===== config.mk =====
export PLATFORM = sky130hd
export DESIGN_NAME = move_entry
export DESIGN_NICKNAME = d
export VERILOG_FILES = /design/src/rtl/move_entry_pkg.sv /design/src/rtl/move_entry_debounce.sv /design/src/rtl/move_entry.sv
export SDC_FILE = /design/constraint.sdc
export NUM_CORES = 1
export LEC_CHECK = 0
export CAP_MARGIN = 0
export CORE_MARGIN = 2
export CORE_UTILIZATION = 42
export CTS_CLUSTER_DIAMETER = 60
export DETAILED_ROUTE_END_ITERATION = 10
export PLACE_DENSITY_LB_ADDON = 0.3
export SYNTH_ARGS = -nofsm -noshare
export SYNTH_HDL_FRONTEND = slang
export SYNTH_SLANG_ARGS = --single-unit
export TNS_END_PERCENT = 100

===== constraint.sdc =====
create_clock -name clk -period 5.18 [get_ports clk]
set_clock_uncertainty 0.1 [all_clocks]
set_input_delay 1.036 -clock clk [delete_from_list [all_inputs] [get_ports clk]]
set_output_delay 1.036 -clock clk [all_outputs]
set_load 0.01 [all_outputs]

===== src/rtl/move_entry_pkg.sv =====
// Shared codes for the cursor/move-entry block and the board stage.
// Also holds the cursor stepping and cell index helpers.
package move_entry_pkg;

  typedef enum logic [1:0] {
    PLAYING = 2'b00,
    X_WIN   = 2'b01,
    O_WIN   = 2'b10,
    DRAW    = 2'b11
  } game_state_t;

  typedef enum logic [1:0] {
    ROW1 = 2'b01,
    ROW2 = 2'b10,
    ROW3 = 2'b11
  } row_t;

  typedef enum logic [1:0] {
    COL1 = 2'b01,
    COL2 = 2'b10,
    COL3 = 2'b11
  } col_t;

  typedef struct packed {
    logic up;
    logic down;
    logic left;
    logic right;
    logic place;
  } btn_ev_t;

  // Opposing steps in the same cycle cancel.
  function automatic logic [1:0] step3(
    input logic [1:0] c,
    input logic       dec,
    input logic       inc
  );
    logic [1:0] r;
    r = c;
    if (dec && !inc)
      r = (c == 2'b01) ? 2'b11 : c - 2'd1;
    else if (inc && !dec)
      r = (c == 2'b11) ? 2'b01 : c + 2'd1;
    return r;
  endfunction

  function automatic logic [3:0] cell_idx(
    input logic [1:0] r,
    input logic [1:0] c
  );
    logic [3:0] rr;
    logic [3:0] cc;
    rr = {2'b00, r - 2'd1};
    cc = {2'b00, c - 2'd1};
    return (rr << 1) + rr + cc;
  endfunction

endpackage


===== src/rtl/move_entry_debounce.sv =====
// Two-flop synchroniser, stability counter and press pulse
// for a single raw push button.
module btn_debounce #(
  parameter int unsigned DEBOUNCE_CYCLES = 4
) (
  input  logic clk,
  input  logic reset,
  input  logic raw,
  output logic pulse
);

  localparam int unsigned CW = $clog2(DEBOUNCE_CYCLES + 1);
  localparam logic [CW-1:0] LAST = CW'(DEBOUNCE_CYCLES - 1);

  logic          sync0;
  logic          sync1;
  logic          level;
  logic [CW-1:0] count;

  always_ff @(posedge clk) begin
    if (reset) begin
      sync0 <= 1'b0;
      sync1 <= 1'b0;
      level <= 1'b0;
      count <= '0;
      pulse <= 1'b0;
    end else begin
      sync0 <= raw;
      sync1 <= sync0;
      pulse <= 1'b0;
      if (sync1 == level) begin
        count <= '0;
      end else if (count == LAST) begin
        level <= sync1;
        count <= '0;
        pulse <= sync1;
      end else begin
        count <= count + CW'(1);
      end
    end
  end

endmodule


===== src/rtl/move_entry.sv =====
// Cursor movement and place-request front end: debounced buttons
// steer a 3x3 cursor and raise set/reject strobes to the board.
module move_entry
  import move_entry_pkg::*;
#(
  parameter int unsigned DEBOUNCE_CYCLES = 4
) (
  input  logic       clk,
  input  logic       reset,
  input  logic       btn_up,
  input  logic       btn_down,
  input  logic       btn_left,
  input  logic       btn_right,
  input  logic       btn_place,
  input  logic [8:0] valid,
  input  logic [1:0] game_state,
  output logic [1:0] row,
  output logic [1:0] col,
  output logic       set,
  output logic       reject,
  output logic [3:0] cursor_idx
);

  logic [4:0] raw;
  logic [4:0] ev;
  btn_ev_t    e;

  assign raw = {btn_up, btn_down, btn_left, btn_right, btn_place};
  assign e   = btn_ev_t'(ev);

  for (genvar i = 0; i < 5; i++) begin : g_btn
    btn_debounce #(
      .DEBOUNCE_CYCLES(DEBOUNCE_CYCLES)
    ) u_db (
      .clk   (clk),
      .reset (reset),
      .raw   (raw[i]),
      .pulse (ev[i])
    );
  end

  // Moves that coincide with a place are held back one cycle so
  // the outputs keep showing the cell that was placed on.
  logic [3:0] pend;
  logic [3:0] pend_nxt;
  logic [1:0] row_mid;
  logic [1:0] col_mid;
  logic [1:0] row_nxt;
  logic [1:0] col_nxt;
  logic       ok;

  always_comb begin
    row_mid  = step3(row, pend[3], pend[2]);
    col_mid  = step3(col, pend[1], pend[0]);
    row_nxt  = step3(row_mid, e.up, e.down);
    col_nxt  = step3(col_mid, e.left, e.right);
    pend_nxt = 4'b0000;
    ok       = !valid[cursor_idx] && (game_state == PLAYING);
    if (e.place) begin
      row_nxt  = row;
      col_nxt  = col;
      pend_nxt = {e.up, e.down, e.left, e.right};
    end
  end

  always_ff @(posedge clk) begin
    if (reset) begin
      row        <= ROW2;
      col        <= COL2;
      cursor_idx <= 4'd4;
      pend       <= 4'b0000;
      set        <= 1'b0;
      reject     <= 1'b0;
    end else begin
      row        <= row_nxt;
      col        <= col_nxt;
      cursor_idx <= cell_idx(row_nxt, col_nxt);
      pend       <= pend_nxt;
      set        <= e.place && ok;
      reject     <= e.place && !ok;
    end
  end

endmodule


==> reports/results.txt <==
Outcome: completed
Core ar.: 5170 um^2
WL per Instance: 10.8 um
CP arrival: 3.39 ns
Synthesized cell area: 2290 um^2
Net Count, Synth: 272
Clock Sinks: 49
Yosys Warn Count: 0
Cells after Synth: 230
Slew Viols, Final: 0
WS Path Type: register to register
Number of synthesized flops with an enable pin: 0
RD Place Congestion: 0.835
Critical path required time: 5.27 ns
Initial antenna violation count: 0
I/O pin cnt: 28
Hold_buf cts: 0
Die W: 77.8 um
Final core area utilization: 52.8%
Final Hold Vio Count: 0
Hold crit path type: register to register
Worst-path fanout max: 7
Final HPWL DP: 2680 um
CP Launch Type: register
Starting Density: 44.2%
Setup violations, final: 0
Final net count: 300
Die area: 6050 um^2
# DRC: 0
First-pass DRT Iterations: 4
Post-synth ARST share: 0%
Vias in the first global route: 1468
Largest net degree at the start of global routing: 24
Leakage: 1.07 nW
Post-synth cell types: 40
CTS Buffer Depth: 2
Mean Syn Cell Area: 9.94 um^2
Flops & latches, synth: 49
Clock root buffer: clkbuf_8
Number of buffers added on ports: 27
Slew @ Worst Pin: 0.524 ns
Unrepaired setup endpoints after global routing: false
Vias per inst: 4.73
Ant. Diodes: 0
Rows: 26
Num CTS Buffers: 5
PostCTS Resize Cnt: 0
Share of layout cells above drive strength 1: 6.56%
Power Density: 251 nW/um^2
H-tree depth: 2
CTS tree: yes
Fraction of the yosys area taken by sequential cells: 42.9%
Max frequency: 303 MHz
Global Route Usage Sum: 13.1%
Ys flop type: dfxtp_1
Most frequent cells in the layout: dfxtp_1 (49), nor2_1 (34), clkdlybuf4s50_1 (27)
Antenna viol nets, final: 0
Tmin final: 3.30 ns
Setup bufs post-CTS: 0
Setup TNS Final: 0 ns
Worst VDD drop: 0.217 mV
Clock slew at reported path FFs: 0.08 ns
Vias after detailed routing: 1555
Die height: 77.8 um
Final WL: 3540 um
Slew Limit Headroom: 65.1%
First-pass GRT wire length: 6320 um
CP Capture Type: register
Later-pin clock latency in the skew report: 0.30 ns
Most common cell after layout, fill and taps aside: dfxtp_1
Tcrit/Tclk final: 63.7%
MaxCap Viol Count: 0
Overflow after GRT: 0
First DRT Iteration DRCs: 45
Area delta synth->final: 19.4%
-- path summary, 6_finish.rpt --
check | startpoint | endpoint | slack (ns) | cells past startpoint
worst max-delay path | col[0]$_SDFF_PP0_ | cursor_idx[2]$_SDFF_PP1_ | 1.88 | 14
worst min-delay path | g_btn[3].u_db.count[0]$_SDFF_PP0_ | g_btn[3].u_db.count[0]$_SDFF_PP0_ | 0.32 | 1
worst max register to register | col[0]$_SDFF_PP0_ | cursor_idx[2]$_SDFF_PP1_ | 1.88 | 14
worst min register to register | g_btn[3].u_db.count[0]$_SDFF_PP0_ | g_btn[3].u_db.count[0]$_SDFF_PP0_ | 0.32 | 1
-- state kept, by name (all words and copies together) (netlist names) --
name,count
g_btn.u_db.count,15
g_btn.u_db.level,5
g_btn.u_db.pulse,5
g_btn.u_db.sync0,5
g_btn.u_db.sync1,5
cursor_idx,4
pend,4
col,2
row,2
reject,1
set,1
-- critical path, stage by stage (launching register included) --
cell and delay, ns:
dfxtp_1 0.46, inv_1 0.14, ha_1 0.33, nand2_1 0.06, a21oi_1 0.19, a21oi_1 0.06, ha_1 0.29, nor3b_1 0.16
a2111oi_4 0.32, xnor2_1 0.19, xor2_1 0.18, ha_1 0.16, inv_1 0.04, fa_1 0.47, nand2b_1 0.05
-- stage by stage --
stage | area (um^2) | power [W] | cells | hold WS (ns) | setup slack [ns]
2_1_floorplan | 2290 | 0.000403 | 230 | 0.299 | 2.07
5_1_grt | 2730 | 0.000715 | 329 | 0.346 | 1.62
3_3_place_gp | 2610 | 0.000418 | 321 | 0.307 | 1.97
4_1_cts | 2730 | 0.000695 | 329 | 0.325 | 1.87
6_report | 2730 | 0.000685 | 329 | 0.321 | 1.88
3_5_place_dp | 2610 | 0.000419 | 321 | 0.313 | 1.90
-- logic make-up after synthesis --
logic type      synth area share (%)
buf+inv                         4.65
fa+ha+maj                       13.5
flops                           42.9
xor+xnor                        3.06
mux                             5.47
compound gates                  7.99
simple gates                    22.5
-- routing by layer --
metal / wire [um] / global-route usage (%)
met1: 1690 / 15.7
met2: 1640 / 20.9
met3: 136 / 4.19
met4: 63 / 6.61
met5: 0 / 0
-- cell type report --
cell class              count  area (um^2)
inverters                  18         67.6
repair buffers             28          278
clock inverters             1         30.0
well taps                  70         87.6
flip-flops and latches     49          981
clock buffers               7         86.3
multi-input cells         156         1200
fillers                   480         2440
-- power breakdown --
group	internal (W)	leakage (nW)	switching, W
logic	0.0000177	0.612	0.00000850
registers	0.000381	0.397	0.00000214
clock network	0.000157	0.0585	0.000118
total	0.000556	1.07	0.000129
-- Yosys cell counts, types with 2 or more instances --
master | count | area share [%]
nand3b_1 | 3 | 0.98
a21oi_1 | 5 | 1.1
inv_1 | 18 | 3.0
dfxtp_1 | 49 | 43
nor4_1 | 2 | 0.55
nor2b_1 | 18 | 4.9
nor2_1 | 34 | 5.6
clkbuf_1 | 3 | 0.49
nand2_1 | 4 | 0.66
o21ai_0 | 3 | 0.66
nor3b_1 | 2 | 0.66
o211ai_1 | 3 | 0.98
or3_1 | 5 | 1.4
mux2i_1 | 8 | 3.5
and2_1 | 6 | 1.6
o21a_1 | 2 | 0.66
or2_2 | 2 | 0.55
or2b_1 | 2 | 0.66
xnor2_1 | 7 | 2.7
nand2b_1 | 3 | 0.82
a211oi_1 | 2 | 0.66
nor4bb_1 | 6 | 2.6
buf_4 | 3 | 0.98
mux4_2 | 2 | 2.0
ha_1 | 23 | 13
Note: power is estimated with default switching activity, not from simulation.
